## config.mk

```make
export PLATFORM = sky130hd
export DESIGN_NAME = psg_register_decoder
export DESIGN_NICKNAME = d
export VERILOG_FILES = /design/src/rtl/psg_pkg.sv /design/src/rtl/psg_busy_timer.sv /design/src/rtl/psg_register_decoder.sv
export SDC_FILE = /design/constraint.sdc
export NUM_CORES = 1
export LEC_CHECK = 0
export ABC_AREA = 0
export CORE_ASPECT_RATIO = 0.75
export CORE_MARGIN = 3
export CORE_UTILIZATION = 35
export CTS_CLUSTER_DIAMETER = 60
export CTS_CLUSTER_SIZE = 20
export DETAILED_ROUTE_END_ITERATION = 16
export DONT_BUFFER_PORTS = 1
export GPL_TIMING_DRIVEN = 0
export SYNTH_ARGS = -nofsm -noshare
export SYNTH_HDL_FRONTEND = slang
export SYNTH_SLANG_ARGS = --single-unit
```

## constraint.sdc

```tcl
create_clock -name clk -period 2.8 [get_ports clk]
set_input_delay 0.14 -clock clk [delete_from_list [all_inputs] [get_ports clk]]
set_output_delay 0.14 -clock clk [all_outputs]
set_load 0.005 [all_outputs]
```

## src/rtl/psg_pkg.sv

```systemverilog
// Shared constants for the SN76489-compatible PSG register front end:
// internal register addresses, the silent attenuation code and the
// position of the latch/data flag inside a CPU write byte.
package psg_pkg;

   localparam logic [2:0] TONE0 = 3'd0;
   localparam logic [2:0] ATT0  = 3'd1;
   localparam logic [2:0] TONE1 = 3'd2;
   localparam logic [2:0] ATT1  = 3'd3;
   localparam logic [2:0] TONE2 = 3'd4;
   localparam logic [2:0] ATT2  = 3'd5;
   localparam logic [2:0] NOISE = 3'd6;
   localparam logic [2:0] ATT3  = 3'd7;

   localparam logic [3:0] ATT_SILENT = 4'hF;

   localparam int LATCH_BIT       = 7;
   localparam int NOISE_CTRL_BITS = 3;

endpackage

```

## src/rtl/psg_busy_timer.sv

```systemverilog
// READY model for the PSG: an accepted write reloads a down-counter and
// READY stays low until the counter has drained back to zero.
module psg_busy_timer #(
   parameter int BUSY_CYCLES = 32
) (
   input  logic clk,
   input  logic reset_n,
   input  logic i_load,
   output logic o_ready
);

   localparam int CW = $clog2(BUSY_CYCLES + 1);

   logic [CW-1:0] r_count;

   // Reload on an accepted write, otherwise drain toward zero and hold there
   always_ff @(posedge clk or negedge reset_n) begin
      if (!reset_n) begin
         r_count <= '0;
      end else if (i_load) begin
         r_count <= CW'(BUSY_CYCLES);
      end else if (r_count != '0) begin
         r_count <= r_count - CW'(1);
      end
   end

   assign o_ready = (r_count == '0);

endmodule

```

## src/rtl/psg_register_decoder.sv

```systemverilog
// CPU write decoder for the SN76489-compatible PSG. Interprets latch and
// data bytes, holds the eight sound registers, raises restart_noise when the
// noise control register is written and reports writes lost while busy.
module psg_register_decoder
   import psg_pkg::*;
#(
   parameter int COUNTER_BITS = 10,
   parameter int BUSY_CYCLES  = 32
) (
   input  logic                       clk,
   input  logic                       reset_n,
   input  logic                       wr,
   input  logic [7:0]                 data,
   output logic                       ready,
   output logic                       write_dropped,
   output logic [COUNTER_BITS-1:0]    tone0_freq,
   output logic [COUNTER_BITS-1:0]    tone1_freq,
   output logic [COUNTER_BITS-1:0]    tone2_freq,
   output logic [3:0]                 att0,
   output logic [3:0]                 att1,
   output logic [3:0]                 att2,
   output logic [3:0]                 att3,
   output logic [NOISE_CTRL_BITS-1:0] noise_control,
   output logic                       restart_noise
);

   logic                       w_ready;
   logic                       w_accept;
   logic                       w_isLatch;
   logic [2:0]                 w_target;

   logic [2:0]                 r_addr;
   logic [COUNTER_BITS-1:0]    r_tone0;
   logic [COUNTER_BITS-1:0]    r_tone1;
   logic [COUNTER_BITS-1:0]    r_tone2;
   logic [3:0]                 r_att0;
   logic [3:0]                 r_att1;
   logic [3:0]                 r_att2;
   logic [3:0]                 r_att3;
   logic [NOISE_CTRL_BITS-1:0] r_noise;
   logic                       r_restartNoise;
   logic                       r_writeDropped;

   assign w_accept  = wr & w_ready;
   assign w_isLatch = data[LATCH_BIT];
   assign w_target  = w_isLatch ? data[6:4] : r_addr;

   psg_busy_timer #(
      .BUSY_CYCLES (BUSY_CYCLES)
   ) u_busyTimer (
      .clk     (clk),
      .reset_n (reset_n),
      .i_load  (w_accept),
      .o_ready (w_ready)
   );

   // Apply accepted bytes to the addressed register; a latch byte writes the
   // low tone nibble, a data byte writes the upper six tone bits
   always_ff @(posedge clk or negedge reset_n) begin
      if (!reset_n) begin
         r_addr         <= TONE0;
         r_tone0        <= '0;
         r_tone1        <= '0;
         r_tone2        <= '0;
         r_att0         <= ATT_SILENT;
         r_att1         <= ATT_SILENT;
         r_att2         <= ATT_SILENT;
         r_att3         <= ATT_SILENT;
         r_noise        <= '0;
         r_restartNoise <= 1'b0;
         r_writeDropped <= 1'b0;
      end else begin
         r_restartNoise <= 1'b0;
         r_writeDropped <= wr & ~w_ready;
         if (w_accept) begin
            if (w_isLatch) begin
               r_addr <= data[6:4];
            end
            case (w_target)
               TONE0: begin
                  if (w_isLatch) r_tone0[3:0] <= data[3:0];
                  else           r_tone0[COUNTER_BITS-1:4] <= data[COUNTER_BITS-5:0];
               end
               TONE1: begin
                  if (w_isLatch) r_tone1[3:0] <= data[3:0];
                  else           r_tone1[COUNTER_BITS-1:4] <= data[COUNTER_BITS-5:0];
               end
               TONE2: begin
                  if (w_isLatch) r_tone2[3:0] <= data[3:0];
                  else           r_tone2[COUNTER_BITS-1:4] <= data[COUNTER_BITS-5:0];
               end
               ATT0: r_att0 <= data[3:0];
               ATT1: r_att1 <= data[3:0];
               ATT2: r_att2 <= data[3:0];
               ATT3: r_att3 <= data[3:0];
               NOISE: begin
                  r_noise        <= data[NOISE_CTRL_BITS-1:0];
                  r_restartNoise <= 1'b1;
               end
               default: ;
            endcase
         end
      end
   end

   assign ready         = w_ready;
   assign write_dropped = r_writeDropped;
   assign tone0_freq    = r_tone0;
   assign tone1_freq    = r_tone1;
   assign tone2_freq    = r_tone2;
   assign att0          = r_att0;
   assign att1          = r_att1;
   assign att2          = r_att2;
   assign att3          = r_att3;
   assign noise_control = r_noise;
   assign restart_noise = r_restartNoise;

endmodule

```

Word level (Yosys, flattened, before mapping)
Cells that the tools add are included.

Bits in registers: 60. Bits of input ports: 11. Output and inout port bits: 52.

Add/subtract/negate cells: 1. Eq/ne operators: 7. Muxes and demuxes: 5. Bitwise logic cells: 4. Reductions and logical operators: 15.

Operator list (count): AND reduction 3 bit (6); equality test 3 bit, second input constant (4); two-way mux 6 bit (2); AND reduction 2 bit (5); equality test 3 x 2 -> 1 bit, second input constant (2); logical NOT 6 bit (1); nonzero test 6 bit (1); subtractor 6 x 1 -> 6 bit, second input constant (1); equality test 3 x 1 -> 1 bit, second input constant (1); logical NOT 3 bit (1); two-way mux 3 bit (1); bitwise AND 1 bit (2); two-way mux 1 bit (2); inverter 1 bit (2); nonzero test 2 bit (1).

Logic depth before layout (Yosys ltp)
Gate-level depths: netlist (run 1).

Word-level depth: 4. Mapped depth: 7.

By module
A second synthesis (run 1) with hierarchy kept.

Cell total of the unflattened synthesis: 170. Area, all modules: 2610.0 um2.

By module, submodules not included: psg_register_decoder (instances 1, cells each 139, area an instance 2265.9 um2, seq. area each 1371.3 um2); psg_busy_timer (instances 1, cells each 31, area an instance 344.1 um2, seq. area each 150.1 um2).

Worst setup path after synthesis (run 1)
Ideal clock, no wire load.

Path type: register to register. From: register u_busyTimer.r_count[0]. To: register r_tone1[4] (netlist: tone1_freq[4]). Arrival: 1838 ps. Setup slack: 837 ps. Stages on the path, launching flop included: 8. Buffers on the path: 1. Clock period less this slack: 1963 ps. Cells stage by stage: dfrtp_1 inv_1 ha_1 and3b_1 nand2_1 or4_1 buf_4 mux2_4.

Word-level cells in the longest chain between the ends: 3.

Ends and longest elaborated chain: start: declaration (RTL line psg_busy_timer.sv:14) `logic [CW-1:0] r_count;`; start signal: assignment (RTL line psg_busy_timer.sv:21) `r_count <= CW'(BUSY_CYCLES);`; start signal: assignment (RTL line psg_busy_timer.sv:23) `r_count <= r_count - CW'(1);`; logical NOT 6 bit (RTL line psg_busy_timer.sv:27) `assign o_ready = (r_count == '0);`; bitwise AND 1 bit (RTL line psg_register_decoder.sv:44) `assign w_accept = wr & w_ready;`; AND reduction 3 bit (no source line); end signal: indexed assignment (RTL line psg_register_decoder.sv:86) `else r_tone1[COUNTER_BITS-1:4] <= data[COUNTER_BITS-5:0];`; end: declaration (RTL line psg_register_decoder.sv:34) `logic [COUNTER_BITS-1:0] r_tone1;`.

Every way passes these cells. A chain may end at the register's enable or synchronous reset.

Final worst setup path (run 1)
From: register u_busyTimer.r_count[0]. To: register r_tone0[7] (netlist: tone0_freq[7]).

Word-level cells in the longest chain between the ends: 3.

Ends and longest elaborated chain: logical NOT 6 bit (RTL line psg_busy_timer.sv:27); bitwise AND 1 bit (RTL line psg_register_decoder.sv:44); AND reduction 3 bit (no source line); end signal: indexed assignment (RTL line psg_register_decoder.sv:82) `else r_tone0[COUNTER_BITS-1:4] <= data[COUNTER_BITS-5:0];`; end: declaration (RTL line psg_register_decoder.sv:33) `logic [COUNTER_BITS-1:0] r_tone0;`.

Every way passes these cells.

==> metrics.md, run 1 <==
| Metric | Value |
|---|---|
| Worst Reg-to-Reg Cells | `7` |
| Multi-input logic area | `about 950 sq um` |
| Ys async rst share | `100%` |
| Final nets | `204` |
| Final setup viols | `0` |
| TritonCTS clock tree | `built` |
| Rows | `26` |
| Simple-Gate Fraction of Synth Area | `about 9.7%` |
| Initial Util | `36.6%` |
| CP endpoint kind | `flip-flop` |
| P_sw | `0.589 mW` |
| Fin. max-slew vios | `0` |
| Synth cell types | `40` |
| FF+latch count, synth | `60` |
| Final TNS setup | `0 ns` |
| Largest net degree at the start of global routing | `61` |
| Max-cap violations | `0` |
| EDFF count, synth | `0` |
| Root buf cell | `clkbuf_8` |
| Worst-Skew Late Latency | `0.33 ns` |
| Initial antenna violation count | `0` |
| # Post-CTS Setup Buffers | `0` |
| CP arrival | `2.45 ns` |
| DP HPWL | `roughly 3600 um` |
| Fin crit share | `between 70 and 80%` |
| Hold slack | `0.112 ns` |
| Hold Vio Cnt, Final | `0` |
| Synth top area cells | `dfrtp_1 44%, mux2_2 19%, dfstp_2 17%` |
| Maximum vdd drop | `between 0.0003 and 0.0004 V` |
| Synth Area in Compound Gates | `3.02%` |
| Largest family of logic cells by synthesized area | `multiplexers` |
| Total grt overflow | `0` |
| Post-DRT Antenna Nets | `0` |
| Die H | `79.6 um` |
| Number of global-route vias before repair | `1516` |
| Top post-synthesis cells by count | `44 x dfrtp_1, 43 x mux2_2, 16 x dfstp_2, 6 x mux2_4` |
| Synth Instances | `~170` |
| Post-synthesis adder-cell area fraction | `0.496%` |
| R2r setup slk | `between 0.5 and 0.6 ns` |
| First-pass GRT wire length | `8760 um` |
| Worst Path Required | `3.02 ns` |
| Reg area | `0.00152 sq mm` |
| Post-Syn Nets | `185` |
| Largest area contributor in the netlist | `dfrtp_1` |
| Via count | `1461` |
| Final non-filler cell total | `295` |
| Worst-Margin Slew | `0.614 ns` |
| CP endpoint | `tone0_freq[7]` |
| Num ports | `63` |
| Power share of the sequential group | `52.1%` |
| TritonCTS buffer count | `9` |
| Sw Share | `28.1%` |
| TritonRoute pass-1 iters | `4` |
| Layout cells sized above 1 | `44.7%` |
| Cell-internal power | `1.51 mW` |
| CP startpoint kind | `flip-flop` |
| Fillers | `674` |
| Die Wd | `104 um` |
| Die area | `0.00828 sq mm` |
| I/O Buffers | `0` |
| Synth Cell Area | `around 0.0025 sq mm` |
| Crit-path max FO | `6` |
| # diodes | `0` |
| Reg-to-Reg Start | `u_busyTimer.r_count[0]` |
| Residual DRC | `0` |
| Area growth, synth to finish | `15.6%` |
| Count leader, synth | `dfrtp_1` |
| Post-CTS Hold Buffers | `8` |
| Synth top area share | `43.6%` |
| Max Root-Sink Buffers | `2` |
| Post-synthesis mux area share | `around a quarter` |
| Crit path launch | `u_busyTimer.r_count[0]` |
| P_leak | `about 1.3 nW` |
| Core ar. | `roughly 0.0069 sq mm` |
| Fin crit period | `2.23 ns` |
| Yosys warns | `0` |
| Clock skew | `0.00713 ns` |
| Mean Syn Cell Area | `14.6 sq um` |
| Routability-driven placement congestion ratio | `roughly 0.73` |
| Power density over the cells | `718 mW/mm^2` |
| H-tree depth | `3` |
| Worst slew margin | `59.0%` |
| Fmax | `0.448 GHz` |
| Synth Area in XOR/XNOR | `0%` |
| DRT iter0 DRCs | `46` |
| GRT Total Usage | `roughly 14%` |
| Status | `completed` |
| Clock Pin Slew Worst Setup and Hold Paths | `roughly 0.07 ns` |
| Final Routed Wirelength | `5530 um` |
| RSZ-0062 raised after global routing | `no` |
| Combinational share of power | `~15%` |
| Worst r2r dst | `tone0_freq[7]` |
| CTS Sinks | `60` |
| Post-CTS Resized | `0` |
| Placed cells | `271` |
| Clk network pwr share | `33.1%` |
| Average routed wire per standard cell | `18.7 um` |
| WS Path Type | `reg2reg` |
| HP Class | `in2reg` |
| Top_reg_cell synth | `dfrtp_1` |
| DR vias/cell | `4.95` |
| Sequential fraction of the synthesis area | `60.3%` |
## worst max-delay path, cell delays in order, from the launching register on
cell and delay, ns:
dfrtp_1 0.40, inv_1 0.08, ha_1 0.20, and3b_1 0.24, nand3_1 0.19, or4_1 0.44, clkbuf_1 0.22, mux2_1 0.35
## logic make-up (layout without fill, tap and decap cells)
kind of cell,count (synthesis),count (layout)
DFF,60,60
muxes,53,53
and+or+nand+nor,34,34
buffers and inverters,13,37
AOI/OAI and AO/OA,12,12
adders and majority gates,1,1
## power by group through the flow
stage / Clock (mW) / Sequential [mW] / Combinational (mW)
6_report: 0.693 / 1.09 / 0.309
5_1_grt: 0.768 / 1.11 / 0.344
4_1_cts: 0.722 / 1.09 / 0.315
3_5_place_dp: 0 / 1.11 / 0.281
3_3_place_gp: 0 / 1.11 / 0.265
2_1_floorplan: 0 / 1.08 / 0.227
## layout by cell type (no fill, tap or decap), types with 2 or more instances in the layout
cell | synthesis | routed
o21ai_0 | 5 | 5
mux2i_1 | 3 | 3
nand3_1 | 2 | 2
nand2_1 | 5 | 5
nor2b_1 | 2 | 2
a21oi_1 | 2 | 2
dfstp_2 | 16 | 16
and2_1 | 2 | 2
nor2_1 | 3 | 3
clkinv_2 | 0 | 2
dlygate4sd3_1 | 0 | 7
or3_1 | 2 | 2
nand2b_1 | 2 | 2
dfrtp_1 | 44 | 44
nand3b_1 | 2 | 2
clkbuf_1 | 5 | 8
nor4b_2 | 2 | 2
or4_1 | 2 | 2
inv_1 | 3 | 3
clkbuf_8 | 0 | 11
mux2_4 | 6 | 6
nor3_1 | 2 | 2
mux2_2 | 43 | 43
## layout make-up
type / count / area share (%)
Clock buffer: 14 / 5.57
Buffer: 9 / 1.37
Multi-Input combinational cell: 100 / 32.5
Sequential cell: 60 / 52.1
Tap cell: 98 / 4.20
Timing Repair Buffer: 8 / 3.34
Inverter: 4 / 0.515
Clock inverter: 2 / 0.343
## per-stage QoR
stage	instance area, sq um	power (mW)	util, %	worst slack, ns
after global routing	2920	2.22	42.3	0.442
after detailed placement	2650	1.39	38.4	0.565
after global placement	2650	1.37	38.4	0.597
final	2920	2.09	42.3	0.567
after CTS	2920	2.13	42.3	0.547
after floorplan	2520	1.31	-	0.837
## registers in the layout, summed over array words and instances, names as in the netlist
name	flops
att0	4
att3	4
tone1_freq	10
write_dropped	1
tone2_freq	10
att2	4
att1	4
noise_control	3
r_addr	3
u_busyTimer.r_count	6
restart_noise	1
tone0_freq	10
## metal layers
layer,wire [um],GRT usage (%),up-vias
met5,0,0,-
met1,2660,18.2,739
met3,505,8.73,6
li1,-,-,663
met2,2320,20.8,53
met4,38,2.79,0
## how the worst min path moves through the flow
stage                  from  slack (ns)                to  cells past startpoint
floorplan           reset_n       -0.16  noise_control[0]                      0
global placement    reset_n       -0.15     tone1_freq[5]                      0
detailed placement  reset_n       -0.15     tone1_freq[5]                      0
CTS                 data[5]         0.1     tone2_freq[2]                      2
global route        data[5]        0.09     tone2_freq[0]                      2
finish              data[5]        0.11     tone2_freq[2]                      2
Power figures use the tool's default switching activity.
==> run 2: changes to the inputs <==
Clock period 2.8 ns to 1.94 ns, I/O delays scaled along.
==> run 2 against run 1 <==
  * The run now ends with setup timing left
  * Non-clock buffer count is 8 higher
  * Critical path depth down 1
  * Maximum frequency rose by 13%
  * Largest power group unchanged
==> metrics.md, run 2 (synthesis results as in run 1) <==
| Metric | Value |
|---|---|
| Status | `finished, violations left` |
| Failing checks | `setup timing` |
| Fillers | `between 600 and 700` |
| Fin util | `44.4%` |
| # diodes | `0` |
| Setup WS pre-CTS | `-0.242 ns` |
| Commonest non-fill, non-tap cell in the layout | `dfrtp_1` |
| Residual DRC | `0` |
| Reg-to-Reg Start | `u_busyTimer.r_count[0]` |
| Final setup viols | `6` |
| Post-DRT Antenna Nets | `0` |
| Fmax | `0.506 GHz` |
| Root buf cell | `clkbuf_8` |
| DR vias/cell | `approximately 4.9` |
| Final Routed Wirelength | `5530 um` |
| Area growth, synth to finish | `21.2%` |
| Max-cap violations | `0` |
| Worst-Margin Slew | `approximately 0.57 ns` |
| RSZ-0062 raised after global routing | `yes` |
| Via count | `1484` |
| Worst r2r dst | `tone1_freq[4]` |
| First-pass GRT wire length | `8740 um` |
| Hold Vio Cnt, Final | `0` |
| DP HPWL | `between 3000 and 4000 um` |
| Routability-driven placement congestion ratio | `0.733` |
| Final TNS setup | `-0.190 ns` |
| Die Wd | `104 um` |
| HP Start | `data[4]` |
| Die area | `approximately 0.0083 sq mm` |
| HP Class | `in2reg` |
| Setup ws final | `-0.0370 ns` |
| Core ar. | `0.00690 sq mm` |
| Worst slew margin | `62.0%` |
| Die H | `79.6 um` |
| Fin crit share | `102%` |
| WS Path Type | `reg2reg` |
| Worst Reg-to-Reg Cells | `6` |
| Number of global-route vias before repair | `1521` |
| Worst Hold Endpoint | `tone0_freq[1]` |
| Fin crit period | `slightly below 2 ns` |
| CP endpoint kind | `flip-flop` |
| TritonRoute pass-1 iters | `4` |
| TritonCTS buffer count | `9` |
| Crit-path max FO | `6` |
| Clock skew | `0.0101 ns` |
| Placed cells | `around 270` |
| Worst-Skew Late Latency | `0.34 ns` |
| Power density over the cells | `1000 mW/mm^2` |
| Worst Path Required | `2.16 ns` |
| CP startpoint kind | `flip-flop` |
| Total grt overflow | `0` |
| GRT Total Usage | `14.4%` |
| Initial Util | `36.6%` |
| CP arrival | `2.19 ns` |
| TritonCTS clock tree | `built` |
| Dpl cell area | `0.00266 sq mm` |
| Num ports | `63` |
| R2r setup slk | `-0.04 ns` |
| Average routed wire per standard cell | `between 15 and 20 um` |
| Layout cells sized above 1 | `a little over half` |
| Fin. max-slew vios | `0` |
| Final Cell Area | `0.00306 sq mm` |
| Final non-filler cell total | `slightly above 300` |
| P_leak | `around 1.4 nW` |
| Worst Hold Depth | `2` |
| Rows | `26` |
| CTS Sinks | `60` |
| Max Root-Sink Buffers | `2` |
| Largest net degree at the start of global routing | `61` |
| H-tree depth | `3` |
| Maximum vdd drop | `0.000514 V` |
| Commonest cells after routing, fill and taps aside | `44 x dfrtp_1, 43 x mux2_2, 16 x dfstp_2` |
| DRT iter0 DRCs | `57` |
| Final nets | `212` |
| I/O Buffers | `0` |
| Initial antenna violation count | `0` |
| Clock Pin Slew Worst Setup and Hold Paths | `0.06 ns` |
-- run 2: cell count changes in the layout (fill, tap and decap cells not counted), sizes merged --
| cell | before | now |
|---|---|---|
| buf | 4 | 13 |
| clkbuf | 20 | 18 |
| clkinv | 2 | 3 |
-- run 2: worst max path at each step --
stage                                start       endpoint  slack [ns]  cells past startpoint
floorplan           u_busyTimer.r_count[0]  tone1_freq[4]       0.001                      7
global placement    u_busyTimer.r_count[0]  tone2_freq[1]       -0.24                      6
detailed placement  u_busyTimer.r_count[0]  tone0_freq[7]       -0.24                      7
CTS                 u_busyTimer.r_count[0]  tone1_freq[6]       -0.06                      6
global route        u_busyTimer.r_count[0]  tone1_freq[6]       -0.09                      6
finish              u_busyTimer.r_count[0]  tone1_freq[4]       -0.04                      6
-- run 2: per-layer routing --
metal | part of all wire [%] | up-vias | GRT usage, %
li1 | - | 671 | -
met1 | 45 | 742 | 17.7
met2 | 42 | 61 | 19.9
met3 | 11 | 10 | 10.3
met4 | 1.3 | 0 | 4.38
met5 | 0 | - | 0
-- run 2: metrics by stage --
step,power (mW),hold WS (ns)
after floorplan,1.89,-0.199
after global placement,1.98,-0.197
after detailed placement,1.99,-0.197
after CTS,3.08,0.0305
after global routing,3.28,0.0525
final,3.07,0.0742
-- run 2: area by class of cell --
type | count | area, sq um | share of cell area (%)
flip-flops and latches | 60 | 1520 | 49.7
multi-input cells | 100 | 1040 | 34.2
repair buffers | 18 | 173 | 5.64
clock buffers | 13 | 139 | 4.54
well taps | 98 | 123 | 4.01
plain buffers | 7 | 28.8 | 0.941
clock inverters | 3 | 15.0 | 0.491
inverters | 4 | 15.0 | 0.491
-- run 2: repair_timing --
action	4_1_cts	5_1_grt
resized for setup	15	5
buffers inserted	8	2
hold buffers	8	0
endpoints found under the hold margin	73	0
endpoints found under the setup margin	42	43
gates cloned	0	0
pin swaps	1	1
-- run 2: worst max-delay path, stage by stage (launching register included) --
cell and delay [ns]:
dfrtp_1 0.39, inv_2 0.07, ha_4 0.13, and3b_2 0.27
nand2_4 0.09, or4_4 0.58, mux2_4 0.33
-- run 2: report_power, final --
group | internal [mW] | total (mW) | switching [mW]
logic | 0.292 | 0.583 | 0.292
clock network | 0.458 | 0.901 | 0.444
registers | 1.43 | 1.59 | 0.164
